--- config.mk ---
export PLATFORM = sky130hd
export DESIGN_NAME = sync_fifo
export DESIGN_NICKNAME = d
export VERILOG_FILES = /design/src/rtl/sync_fifo_pkg.sv /design/src/rtl/sync_fifo_mem.sv /design/src/rtl/sync_fifo.sv
export SDC_FILE = /design/constraint.sdc
export NUM_CORES = 1
export LEC_CHECK = 0
export CAP_MARGIN = 15
export CORE_MARGIN = 8
export CORE_UTILIZATION = 41
export CTS_CLUSTER_DIAMETER = 30
export DETAILED_ROUTE_END_ITERATION = 8
export PLACE_DENSITY_LB_ADDON = 0.05
export SLEW_MARGIN = 5
export SYNTH_ARGS = -nofsm -noshare
export SYNTH_HDL_FRONTEND = slang
export SYNTH_HIERARCHICAL = 1
export SYNTH_SLANG_ARGS = --single-unit
--- constraint.sdc ---
create_clock -name clk_i -period 6.4 [get_ports clk_i]
set_clock_uncertainty 0.1 [all_clocks]
set_input_delay 0.96 -clock clk_i [delete_from_list [all_inputs] [get_ports clk_i]]
set_output_delay 0.96 -clock clk_i [all_outputs]
set_load 0.005 [all_outputs]
--- src/rtl/sync_fifo_pkg.sv ---
// sync_fifo shared definitions.
// Default geometry used by the FIFO and its storage array.
package sync_fifo_pkg;

    localparam int DEF_DATA_WIDTH = 8;
    localparam int DEF_ADDR_BITS  = 4;

endpackage

--- src/rtl/sync_fifo_mem.sv ---
// sync_fifo storage: 1-write/1-read register array.
// Read data is registered and cleared by reset; the array is not.
module sync_fifo_mem
    import sync_fifo_pkg::*;
#(
    parameter int DATA_WIDTH = DEF_DATA_WIDTH,
    parameter int ADDR_BITS  = DEF_ADDR_BITS,
    parameter int N_REGS     = 2**ADDR_BITS
) (
    input  logic                  clk_i,
    input  logic                  resetn_i,
    input  logic                  w_en,
    input  logic [ADDR_BITS-1:0]  w_addr,
    input  logic [DATA_WIDTH-1:0] w_data,
    input  logic                  r_en,
    input  logic [ADDR_BITS-1:0]  r_addr,
    output logic [DATA_WIDTH-1:0] r_data
);

    logic [DATA_WIDTH-1:0] fifo_mem_reg [0:N_REGS-1];

    // Write port: store the word at the write address.
    always_ff @(posedge clk_i) begin
        if (w_en) begin
            fifo_mem_reg[w_addr] <= w_data;
        end
    end

    // Read port: hold output unless a read is accepted.
    always_ff @(posedge clk_i) begin
        if (!resetn_i) begin
            r_data <= '0;
        end else if (r_en) begin
            r_data <= fifo_mem_reg[r_addr];
        end
    end

endmodule

--- src/rtl/sync_fifo.sv ---
// sync_fifo: single-clock FIFO with full/empty flags.
// Wrap-bit pointers give the full 2**ADDR_BITS capacity.
module sync_fifo
    import sync_fifo_pkg::*;
#(
    parameter int DATA_WIDTH = DEF_DATA_WIDTH,
    parameter int ADDR_BITS  = DEF_ADDR_BITS
) (
    input  logic                  clk_i,
    input  logic                  resetn_i,
    input  logic [DATA_WIDTH-1:0] data_in,
    input  logic                  w_en,
    input  logic                  r_en,
    output logic [DATA_WIDTH-1:0] data_out,
    output logic                  fifo_empty,
    output logic                  fifo_full
);

    localparam int N_REGS = 2**ADDR_BITS;
    localparam logic [ADDR_BITS:0] PTR_ONE = (ADDR_BITS+1)'(1);

    logic [ADDR_BITS:0] w_ptr_r;
    logic [ADDR_BITS:0] r_ptr_r;
    logic               w_en_r;
    logic               r_en_r;

    // Flags come only from the pointer registers.
    assign fifo_empty = (w_ptr_r == r_ptr_r);
    assign fifo_full  =
        (w_ptr_r[ADDR_BITS-1:0] == r_ptr_r[ADDR_BITS-1:0]) &&
        (w_ptr_r[ADDR_BITS] != r_ptr_r[ADDR_BITS]);

    // Overflowing writes and underflowing reads are dropped here.
    assign w_en_r = w_en & ~fifo_full;
    assign r_en_r = r_en & ~fifo_empty;

    // Write pointer advances on each accepted write.
    always_ff @(posedge clk_i) begin
        if (!resetn_i) begin
            w_ptr_r <= '0;
        end else if (w_en_r) begin
            w_ptr_r <= w_ptr_r + PTR_ONE;
        end
    end

    // Read pointer advances on each accepted read.
    always_ff @(posedge clk_i) begin
        if (!resetn_i) begin
            r_ptr_r <= '0;
        end else if (r_en_r) begin
            r_ptr_r <= r_ptr_r + PTR_ONE;
        end
    end

    sync_fifo_mem #(
        .DATA_WIDTH (DATA_WIDTH),
        .ADDR_BITS  (ADDR_BITS),
        .N_REGS     (N_REGS)
    ) u_mem (
        .clk_i    (clk_i),
        .resetn_i (resetn_i),
        .w_en     (w_en_r),
        .w_addr   (w_ptr_r[ADDR_BITS-1:0]),
        .w_data   (data_in),
        .r_en     (r_en_r),
        .r_addr   (r_ptr_r[ADDR_BITS-1:0]),
        .r_data   (data_out)
    );

endmodule

## Yosys cells after proc, flatten, opt, wreduce, memory -nomap -nowiden

Memory sizes are Yosys's and may differ from the RTL's. A register that Yosys moved wholly into a read port is not among the register bits.
Cells that the tools add are included.

| word-level totals | value |
|---|---|
| flip-flop bits (word level) | 10 |
| RAM bits | 128 |
| input bits | 12 |
| word-level logic and storage cells | 16 |
| memories kept | 1 |

Memories:

| memory | depth | bits a word | read ports | clocked after Yosys merged registers in | wr ports | RTL line | text |
|---|---|---|---|---|---|---|---|
| u_mem.fifo_mem_reg | 16 | 8 | 1 | 1 | 1 | sync_fifo_mem.sv:20 | `logic [DATA_WIDTH-1:0] fifo_mem_reg [0:N_REGS-1];` |

| operators by class | value |
|---|---|
| $add $sub $neg | 2 |
| equality and inequality tests | 3 |
| muxes and demuxes | 2 |
| bitwise operators | 4 |
| reductions and logical operators | 2 |

Operators with widths:

| kind | number |
|---|---|
| adder 5 x 1 -> 5 bit (second input constant) | 2 |
| equality test 5 bit | 1 |
| equality test 4 bit | 1 |
| AND 1 bit | 2 |
| two-way mux 1 bit | 2 |
| inverter 1 bit | 2 |
| logical AND 1 bit | 1 |
| zero test 1 bit | 1 |
| inequality test 1 bit | 1 |

## Logic depth before layout (Yosys ltp)

| logic depth | value |
|---|---|
| word-level depth | 6 |
| gate-level depth with buffers | 8 |

## Hierarchy

Netlist, hierarchy kept.

Modules (own cells, without submodules):

| module | instances | cells each | area each (µm²) |
|---|---|---|---|
| sync_fifo_mem | 1 | 318 | 5351.4 |
| sync_fifo | 1 | 71 | 624.3 |

## Worst setup path before layout

OpenSTA, ideal clock, no wires.

| timing path | value |
|---|---|
| path type | input -> register |
| start | input port w_en |
| end | memory u_mem/fifo_mem_reg[0][0] in the netlist's numbering (enable) |
| arrival | 2372 ps |
| required time | 5917 ps |
| slack | 3544 ps |
| stages on the path | 4 |
| cell sequence | inv_1 > a21oi_1 > or3b_1 > nor3_1 |

| on the way | value |
|---|---|
| cells in the longest elaborated chain, start to end | 3 |

Ends and longest elaborated chain:

| what | RTL line | text |
|---|---|---|
| start, declared | sync_fifo.sv:12 | `input logic w_en,` |
| AND 1 bit | sync_fifo.sv:34 | `assign w_en_r = w_en & ~fifo_full;` |
| named net w_en_r | sync_fifo.sv:24 | `logic w_en_r;` |
| two-way mux 1 bit | sync_fifo_mem.sv:24 | `if (w_en) begin` |
| two-way mux 1 bit (implied by the code) | sync_fifo_mem.sv:25 | `fifo_mem_reg[w_addr] <= w_data;` |
| end, declared | sync_fifo_mem.sv:20 |  |

The timed path passes the listed nets, and every way through them passes these cells.

## Final worst setup path

| timing path | value |
|---|---|
| start | register r_ptr_r[2] |
| end | output port fifo_empty |

| on the way | value |
|---|---|
| cells in the longest elaborated chain, start to end | 1 |

Ends and longest elaborated chain:

| what | RTL line | text |
|---|---|---|
| start, declared | sync_fifo.sv:23 | `logic [ADDR_BITS:0] r_ptr_r;` |
| start signal, assigned | sync_fifo.sv:51 | `r_ptr_r <= r_ptr_r + PTR_ONE;` |
| equality test 5 bit | sync_fifo.sv:28 | `assign fifo_empty = (w_ptr_r == r_ptr_r);` |
| end, declared | sync_fifo.sv:15 | `output logic fifo_empty,` |

Every way passes these cells.

==> results.json <==
{
  "h-tree-depth": 4,
  "post-route-min-period_ps": 3937,
  "clk_latency_ps": 420,
  "grt_pass1_vias": 3221,
  "yosysWarnings": 6,
  "via_count": 3212,
  "finalSetupViolCount": 0,
  "syn_nets": 403,
  "grt_util_all_layers_pct": 14.98,
  "numCtsBuffers": 17,
  "largest_reg_flops": 128,
  "syn_area_um2": 5976,
  "dp_hpwl_um": 8232,
  "clock_path_buffers": 2,
  "synth_top_area_cell": "edfxtp_1",
  "die_h_um": 136.7,
  "powerDensity_nw_per_um2": 338.3,
  "max-slew-margin-rel_pct": 26.80,
  "dieArea_um2": 18690,
  "seq_area_frac_synth_pct": 70.35,
  "synth_edf_count": 128,
  "netlist_top_cells_area": "edfxtp_1, mux2i_1, dfxtp_1, a22oi_1, nand3_1",
  "syn_inst": 389,
  "synth_commonest_cells": "edfxtp_1, mux2i_1, nand3_1",
  "peakVddDrop_uv": 158.9,
  "worst_ep_arrival_time_ps": 2880,
  "synth_cell_types": 32,
  "drive_gt1_share_pct": 9.324,
  "rows": 44,
  "io_pins": 22,
  "hp-class": "reg2reg",
  "drt-initial-drc-count": 274,
  "grt-busiest-layer": "met2",
  "yosysMostFrequentCell": "edfxtp_1",
  "slew_violations": 0,
  "yosysTopAreaCellShare_pct": 64.32,
  "io_buffers": 21,
  "root_buffer": "clkbuf_16",
  "clock_sinks": 146,
  "ys.flop_type": "edfxtp_1",
  "grt_use_met3_pct": 3.781,
  "coreArea_um2": 14370,
  "post_cts_buffers": 0,
  "cts_tree": "built",
  "synth-seq-cells": 146,
  "utilization_pct": 48.42,
  "met2_usage_pct": 21.96,
  "end_kind": "primary output",
  "syn2layout_area_growth_pct": 16.44,
  "routed_via_density": 5.240,
  "fin_tns_setup_ps": 0,
  "status": "finished, final reports clean",
  "worstMarginPinSlew_ps": 1089,
  "first_pass_iters": 4,
  "place_congestion": 0.7125,
  "leakage_nw": 2.191,
  "hold_violations": 0,
  "rsz0062_at_grt": "no",
  "hold_ws_ps": 349.3,
  "wl_um": 13010,
  "cp_data_required_time_ps": 5340,
  "die_x_um": 136.7,
  "gr-total-overflow": 0,
  "grt_first_pass_wirelength_um": 19880,
  "antenna_cells": 0,
  "grt_antenna_before_repair": 0,
  "post-route-period-util_pct": 61.52,
  "cts_resized": 0,
  "wl_per_cell_um": 21.22,
  "synthArstFlopShare_pct": 0,
  "gr-usage-met1_pct": 20.72,
  "start_util_pct": 41.59,
  "cp-start-kind": "flop",
  "crit_type": "reg2out",
  "grt_start_max_net_pins": 39,
  "postRouteAntennaNets": 0,
  "syn_avg_cell_area_um2": 15.36,
  "hold_path_depth": 2,
  "clkTransAtPathRegs_ps": 60,
  "ctsHoldBuffers": 0,
  "nets": 430,
  "fmax_mhz": 254.0,
  "drv_cap": 0,
  "reg2reg_depth": 6,
  "crit_fanout": 33,
  "drc": 0
}
critical path, stage by stage, from the launching register on:
cell             delay [ps]
dfxtp_4                 690
xor2_1                  150
nor4_2                  830
and2_1                  260
clkdlybuf4s50_1         510
per-layer routing:
metal	up-vias	wire length, um	part of all wire, %
li1	1551	-	-
met1	1592	6433	49
met2	56	5977	46
met3	13	410	3.2
met4	0	188	1.4
met5	-	0	0
path summary, 6_finish.rpt:
check | start | endpoint | slack (ps)
worst max-delay path | r_ptr_r[2] | fifo_empty | 2460
worst min-delay path | u_mem/r_data[3] | u_mem/r_data[3] | 350
worst max register to register | r_ptr_r[2] | u_mem/fifo_mem_reg[0][3] | 3200
worst min register to register | u_mem/r_data[3] | u_mem/r_data[3] | 350
report_power, final:
group / internal, mW / switching, mW / leakage [nW]
registers: 1.06 / 0.0176 / 1.30
logic: 0.0636 / 0.100 / 0.563
clock network: 0.748 / 0.365 / 0.324
total: 1.87 / 0.483 / 2.19
layout make-up:
| type | instances | area (um2) |
|---|---|---|
| clock buffers | 21 | 460.4 |
| clock inverters | 11 | 206.4 |
| fillers | 1251 | 7411 |
| inverters | 4 | 15.01 |
| multi-input cells | 221 | 1593 |
| flip-flops and latches | 146 | 4208 |
| well taps | 184 | 230.2 |
| repair buffers | 26 | 245.2 |
per-stage QoR:
| stage | cell area, um2 | power (mW) | std cells | setup slack (ps) |
|---|---|---|---|---|
| 2_1_floorplan | 5976 | 1.187 | 389 | 3544 |
| 3_3_place_gp | 6286 | 1.260 | 580 | 2543 |
| 3_5_place_dp | 6286 | 1.262 | 580 | 2422 |
| 4_1_cts | 6953 | 2.372 | 612 | 2471 |
| 5_1_grt | 6958 | 2.426 | 613 | 2333 |
| 6_report | 6958 | 2.354 | 613 | 2463 |
cells in the final DEF (no fill, tap or decap), drive strengths merged:
| cell | count |
|---|---|
| a21oi | 13 |
| xnor2 | 1 |
| inv | 4 |
| edfxtp | 128 |
| nor2b | 3 |
| clkinvlp | 1 |
| a211o | 1 |
| mux2i | 71 |
| dfxtp | 18 |
| nand2b | 7 |
| ha | 2 |
| buf | 5 |
| nand3 | 28 |
| clkdlybuf4s50 | 21 |
| bufinv | 6 |
| and2 | 3 |
| nor3 | 4 |
| o211ai | 5 |
| nand4b | 2 |
| xor2 | 5 |
| or3b | 1 |
| a22oi | 24 |
| nand2 | 27 |
| nor2 | 14 |
| nor4 | 1 |
| clkbuf | 21 |
| nand4 | 6 |
| clkinv | 4 |
| nand3b | 3 |
cells by family (layout without fill, tap and decap cells):
logic type / count (synthesis) / in the layout / share of synthesized area [%]
AOI/OAI and AO/OA: 43 / 43 / 5.067
xor gates and xnor gates: 6 / 6 / 0.8794
adders and majority gates: 2 / 2 / 0.4187
buffers and inverters: 22 / 62 / 3.036
DFF: 146 / 146 / 70.35
muxes: 71 / 71 / 11.89
and+or+nand+nor: 99 / 99 / 8.354
Power figures use the tool's default switching activity.
